[config.mk]
export PLATFORM = sky130hd
export DESIGN_NAME = calc_scoreboard
export DESIGN_NICKNAME = d
export VERILOG_FILES = /design/src/rtl/calc_scoreboard.sv
export SDC_FILE = /design/constraint.sdc
export NUM_CORES = 2
export LEC_CHECK = 0
export ABC_CLOCK_PERIOD_IN_PS = 16770
export CORE_MARGIN = 3
export CORE_UTILIZATION = 40
export DETAILED_ROUTE_END_ITERATION = 7
export PLACE_DENSITY = 0.66
export SETUP_SLACK_MARGIN = 0.1
export SLEW_MARGIN = 20
export SYNTH_ARGS = -nofsm -noshare
export SYNTH_HDL_FRONTEND = slang
export SYNTH_SLANG_ARGS = --single-unit
[constraint.sdc]
create_clock -name c_clk -period 16.77 [get_ports c_clk]
set_clock_uncertainty 0.15 [all_clocks]
set_input_delay 3.354 -clock c_clk [delete_from_list [all_inputs] [get_ports c_clk]]
set_output_delay 3.354 -clock c_clk [all_outputs]
set_load 0.03 [all_outputs]
[src/rtl/calc_scoreboard.sv]
// Latency-tolerant in-order scoreboard: per-port reference/DUV queues with pairwise head
// compare, lone-head timeout, overflow detection and saturating statistics.
module calc_scoreboard #(
    parameter int NUM_PORTS        = 4,
    parameter int DATA_W           = 32,
    parameter int RESP_W           = 2,
    parameter int DEPTH            = 8,
    parameter int TIMEOUT          = 64,
    parameter int CNT_W            = 16,
    parameter int MASK_DATA_ON_ERR = 1,
    parameter int SUCC_CODE        = 1
) (
    input  logic                        c_clk,
    input  logic                        reset,
    input  logic                        clear,
    input  logic [NUM_PORTS*DATA_W-1:0] ref_out_data,
    input  logic [NUM_PORTS*RESP_W-1:0] ref_out_resp,
    input  logic [NUM_PORTS*DATA_W-1:0] duv_out_data,
    input  logic [NUM_PORTS*RESP_W-1:0] duv_out_resp,
    output logic [NUM_PORTS-1:0]        match_pulse,
    output logic [NUM_PORTS-1:0]        mismatch_pulse,
    output logic [NUM_PORTS-1:0]        timeout_pulse,
    output logic [NUM_PORTS-1:0]        overflow_flag,
    output logic [CNT_W-1:0]            cmp_count,
    output logic [CNT_W-1:0]            err_count,
    output logic                        pass
);
    // state   | meaning
    // IDLE    | no lone head pending (both queues empty, or a compare this cycle)
    // WAIT    | exactly one side holds entries; wait_cnt counts cycles alone
    typedef enum logic {ST_IDLE, ST_WAIT} wait_state_t;

    localparam int AW    = $clog2(DEPTH);
    localparam int PW    = AW + 1;
    localparam int ENT_W = DATA_W + RESP_W;
    localparam int TW    = $clog2(TIMEOUT + 1);

    logic [NUM_PORTS-1:0] do_cmp, cmp_eq, to_fire, ref_ovf, duv_ovf, ref_empty, duv_empty;
    logic [CNT_W-1:0]     cmp_inc, err_inc, cmp_nxt, err_nxt;
    logic [CNT_W:0]       cmp_sum, err_sum;

    for (genvar p = 0; p < NUM_PORTS; p++) begin : g_port
        logic [ENT_W-1:0]  ref_mem [DEPTH];
        logic [ENT_W-1:0]  duv_mem [DEPTH];
        logic [PW-1:0]     ref_wr, ref_rd, duv_wr, duv_rd;
        logic [RESP_W-1:0] ref_resp_in, duv_resp_in;
        logic [RESP_W-1:0] ref_head_resp, duv_head_resp;
        logic [ENT_W-1:0]  ref_head, duv_head;
        logic              ref_full, duv_full, ref_pop, duv_pop;
        logic              ref_push_ok, duv_push_ok, lone, data_care, fire;
        wait_state_t       st, st_nxt;
        logic [TW-1:0]     wait_cnt, wait_cnt_nxt;

        assign ref_resp_in = ref_out_resp[p*RESP_W +: RESP_W];
        assign duv_resp_in = duv_out_resp[p*RESP_W +: RESP_W];

        // Extra pointer bit tells full from empty when the index bits coincide.
        assign ref_empty[p] = (ref_wr == ref_rd);
        assign duv_empty[p] = (duv_wr == duv_rd);
        assign ref_full = (ref_wr[AW] != ref_rd[AW]) && (ref_wr[AW-1:0] == ref_rd[AW-1:0]);
        assign duv_full = (duv_wr[AW] != duv_rd[AW]) && (duv_wr[AW-1:0] == duv_rd[AW-1:0]);

        assign do_cmp[p] = ~ref_empty[p] & ~duv_empty[p];
        assign lone      = ref_empty[p] ^ duv_empty[p];
        assign ref_pop   = do_cmp[p] | (fire & ~ref_empty[p]);
        assign duv_pop   = do_cmp[p] | (fire & ~duv_empty[p]);

        assign ref_push_ok = (|ref_resp_in) & (~ref_full | ref_pop);
        assign duv_push_ok = (|duv_resp_in) & (~duv_full | duv_pop);
        assign ref_ovf[p]  = (|ref_resp_in) & ~ref_push_ok;
        assign duv_ovf[p]  = (|duv_resp_in) & ~duv_push_ok;

        assign ref_head      = ref_mem[ref_rd[AW-1:0]];
        assign duv_head      = duv_mem[duv_rd[AW-1:0]];
        assign ref_head_resp = ref_head[ENT_W-1 -: RESP_W];
        assign duv_head_resp = duv_head[ENT_W-1 -: RESP_W];

        assign data_care = (MASK_DATA_ON_ERR == 0) ||
                           ((ref_head_resp == RESP_W'(SUCC_CODE)) &&
                            (duv_head_resp == RESP_W'(SUCC_CODE)));
        assign cmp_eq[p] = (ref_head_resp == duv_head_resp) &&
                           (!data_care || (ref_head[DATA_W-1:0] == duv_head[DATA_W-1:0]));
        assign to_fire[p] = fire;

        always_ff @(posedge c_clk) begin
            if (ref_push_ok) ref_mem[ref_wr[AW-1:0]] <= {ref_resp_in, ref_out_data[p*DATA_W +: DATA_W]};
            if (duv_push_ok) duv_mem[duv_wr[AW-1:0]] <= {duv_resp_in, duv_out_data[p*DATA_W +: DATA_W]};
        end

        always_ff @(posedge c_clk) begin
            if (reset) begin
                ref_wr   <= '0;
                ref_rd   <= '0;
                duv_wr   <= '0;
                duv_rd   <= '0;
                st       <= ST_IDLE;
                wait_cnt <= '0;
            end else begin
                if (ref_push_ok) ref_wr <= ref_wr + PW'(1);
                if (ref_pop)     ref_rd <= ref_rd + PW'(1);
                if (duv_push_ok) duv_wr <= duv_wr + PW'(1);
                if (duv_pop)     duv_rd <= duv_rd + PW'(1);
                st       <= st_nxt;
                wait_cnt <= wait_cnt_nxt;
            end
        end

        // The head is dropped on the cycle its lone count would reach TIMEOUT.
        always_comb begin
            st_nxt       = st;
            wait_cnt_nxt = wait_cnt;
            fire         = 1'b0;
            case (st)
                ST_IDLE: begin
                    if (lone) begin
                        if (TIMEOUT <= 1) begin
                            fire = 1'b1;
                        end else begin
                            st_nxt       = ST_WAIT;
                            wait_cnt_nxt = TW'(1);
                        end
                    end
                end
                ST_WAIT: begin
                    if (!lone) begin
                        st_nxt       = ST_IDLE;
                        wait_cnt_nxt = '0;
                    end else if (wait_cnt >= TW'(TIMEOUT - 1)) begin
                        fire         = 1'b1;
                        st_nxt       = ST_IDLE;
                        wait_cnt_nxt = '0;
                    end else begin
                        wait_cnt_nxt = wait_cnt + TW'(1);
                    end
                end
                default: begin
                    st_nxt       = ST_IDLE;
                    wait_cnt_nxt = '0;
                end
            endcase
        end
    end

    always_comb begin
        cmp_inc = '0;
        err_inc = '0;
        for (int i = 0; i < NUM_PORTS; i++) begin
            cmp_inc = cmp_inc + CNT_W'(do_cmp[i]);
            err_inc = err_inc + CNT_W'(do_cmp[i] & ~cmp_eq[i]) + CNT_W'(to_fire[i])
                              + CNT_W'(ref_ovf[i]) + CNT_W'(duv_ovf[i]);
        end
    end

    assign cmp_sum = {1'b0, cmp_count} + {1'b0, cmp_inc};
    assign err_sum = {1'b0, err_count} + {1'b0, err_inc};
    assign cmp_nxt = cmp_sum[CNT_W] ? '1 : cmp_sum[CNT_W-1:0];
    assign err_nxt = err_sum[CNT_W] ? '1 : err_sum[CNT_W-1:0];

    // clear takes priority over any event counted in the same cycle.
    always_ff @(posedge c_clk) begin
        if (reset) begin
            match_pulse    <= '0;
            mismatch_pulse <= '0;
            timeout_pulse  <= '0;
            overflow_flag  <= '0;
            cmp_count      <= '0;
            err_count      <= '0;
        end else begin
            match_pulse    <= do_cmp & cmp_eq;
            mismatch_pulse <= do_cmp & ~cmp_eq;
            timeout_pulse  <= to_fire;
            if (clear) begin
                overflow_flag <= '0;
                cmp_count     <= '0;
                err_count     <= '0;
            end else begin
                overflow_flag <= overflow_flag | ref_ovf | duv_ovf;
                cmp_count     <= cmp_nxt;
                err_count     <= err_nxt;
            end
        end
    end

    assign pass = (err_count == '0) && (overflow_flag == '0) && (&(ref_empty & duv_empty));

endmodule
==> reports/metrics.cfg <==
[synth]
synth.area.top_cells=edfxtp_1, mux4_2, dfxtp_1
syn_nets=4639
synthCells=4311
synth-edff-count=2176
synth_top_area_share_pct=71.68
async_reset_ff_share_pct=0
yosysMostFrequentCell=edfxtp_1
ys_top_cells_by_count=edfxtp_1, mux4_2, mux2i_1
avgSynthCellArea_sq_um=21.14
yosys_warnings=0
synth_seq_cells=2344
synthesis.area_sq_mm=0.09115
synth_largest_area_cell=edfxtp_1
synth.distinct_cells=60
ys_seq_area_share_pct=75.37
synth_ff_type=edfxtp_1

[power_and_ir_drop]
power_w=0.01431
powerDensity_mw_per_mm2=135.0
leakage_nw=32.70
ir_drop_v=0.0001029

[clocking]
cts_setup_buffers=0
insertion_delay_ps=880
cts_root_buffer=clkbuf_16
cts_buffer_depth=3
cts_made_buffers=232
cts_max_level=4
cts_tree=yes
cts_resized=0
cts_sinks=2344
clk_pin_slew_ps=60
ctsHoldBuffers=0

[global_route]
grt_pass1_wl_um=293900
overflow=0
track_usage_pct=16.85
antenna_found_initial=60
grt_max_degree=88
grt_pass1_vias=42740

[critical_path]
cp.arrival_ps=10310
crit_buf_inv=3
path_cells=buf_4 > mux4_1 > mux2i_1 > xor2_1 > nor4_1 > nand4_1 > nor4_1 > a21oi_1 > fa_1 > inv_1 > fa_1 > fa_1 > fa_1 > inv_1 > ha_1 > fa_1 > xor2_1 > ha_1 > a21oi_1 > o21bai_1 > a21oi_1 > nor4bb_1 > nand3_1 > a31oi_1
end_kind=register
crit_path_start_kind=register
path_max_fanout=33
critPathTopFamily=adder cells
worstSetupPathType=register to register
critPathRequiredTime_ps=17390
cpPeakStageDelay_ps=750
cp_slowest_cell=nor4_1
crit_top_cell=fa_1

[place]
hpwl_um=120000
place_area_sq_mm=0.09829
io_buffers=323
gp_congestion=0.7701

[timing]
worst_pin_slew_ps=1100
timing.fmax_mhz=103.3
final.setup.tns_ps=0
period_needed_ps=9685
slew_headroom_pct=25.54
rsz0062_at_grt=false
finalMaxSlewViolations=0
timing.final.crit_share_pct=57.75
finalHoldViolCount=0
hold-worst-slack_ps=346.7
setup_viol_count_final=0

[layout]
fillCellCount=18320
drive_above_1_share_pct=21.81
layout.nets=5098
syn_to_final_growth_pct=16.32
final_cell_area_sq_mm=0.1060

[die]
die-area_sq_mm=0.2337
fp.dieH_um=483.4
rows=174
start_util_pct=40.38
coreArea_sq_mm=0.2258
io_pins=324
die_w_um=483.4

[status]
status=finished clean

[detailed_routing]
dr.pass1.iters=7
wl_per_cell_um=24.88
ant_nets=0
drt_iter0_drc=3570
wl_met3_um=13940
wl_met1_um=81540
drc=0
wl_met2_um=96860
vias=42350
via_per_inst=5.301
wl_um=198800
top_layer=met5

[worst_hold_path]
min_path_type=register to register

[job]
drv_cap=0

metal layers:
| metal | GRT usage, % | vias up |
|---|---|---|
| met1 | 22.60 | 22310 |
| met4 | 5.623 | 56 |
| li1 | - | 18600 |
| met2 | 27.07 | 1079 |
| met3 | 4.136 | 304 |
| met5 | 0 | - |
tightest hold or removal path: cells and delay by family (launching register included):
kind           cells  cell delay, ps
AO/OA/AOI/OAI      2             140
flip-flops         1             310
worst paths after layout:
kind	slack, ps	endpoint	depth (start not counted)	from
setup reg to reg	7090	err_count[13]	24	register
setup / recovery	7090	err_count[13]	24	register
hold reg to reg	350	g_port[2].wait_cnt[5]	2	g_port[2].wait_cnt[5]
hold / removal	350	g_port[2].wait_cnt[5]	2	g_port[2].wait_cnt[5]
cell type report:
class	count	area (sq um)	share of cell area, %
flip-flops and latches	2344	68770	64.86
multi-input cells	1736	21710	20.47
clock buffers	272	6067	5.722
repair buffers	414	3914	3.691
well taps	2992	3744	3.531
clock inverters	157	1588	1.497
inverters	42	157.7	0.1487
diodes	33	82.58	0.07788
flip-flops by register name, summed over array words and instances (netlist names), named ones only:
| name | count |
|---|---|
| overflow_flag | 4 |
| g_port.duv_mem | 1088 |
| g_port.ref_mem | 1088 |
| timeout_pulse | 4 |
| g_port.duv_rd | 16 |
| g_port.wait_cnt | 28 |
| cmp_count | 16 |
| g_port.duv_wr | 16 |
| mismatch_pulse | 4 |
| g_port.ref_rd | 16 |
| match_pulse | 4 |
| g_port.ref_wr | 16 |
| g_port.st | 4 |
| err_count | 16 |
cells by family after synthesis:
| family | synth area share, % |
|---|---|
| AO/OA/AOI/OAI | 0.9059 |
| XOR/XNOR | 2.181 |
| adder cells (fa/ha/maj) | 0.8428 |
| buffers and inverters | 1.315 |
| flip-flops | 75.37 |
| multiplexers | 16.59 |
| AND/OR/NAND/NOR | 2.795 |
where the power goes:
| group | internal (W) | switching (W) |
|---|---|---|
| combinational | 0.00106 | 0.00122 |
| clock | 0.00293 | 0.00219 |
| sequential | 0.00669 | 0.000216 |
| total | 0.0107 | 0.00363 |
placed cells by master, fill, tap and decap left out, types with 87 or more instances in the layout:
cell	Yosys	routed
edfxtp_1	2176	2176
mux4_2	520	520
clkdlybuf4s50_1	0	322
mux2i_1	272	272
clkbuf_16	0	233
dfxtp_1	168	144
xnor2_1	140	140
nor2_1	160	119
buf_4	30	92
xor2_1	87	87
nand2_1	87	87
through the flow:
step,util [%],std cells,worst slack (ps)
finish,46.97,7990,7085
global route,46.94,7964,6480
CTS,46.93,7957,7010
detailed placement,43.54,7528,6629
global placement,43.52,7528,6783
floorplan,-,4311,8213
No activity file was read; power rests on OpenSTA's default activity.
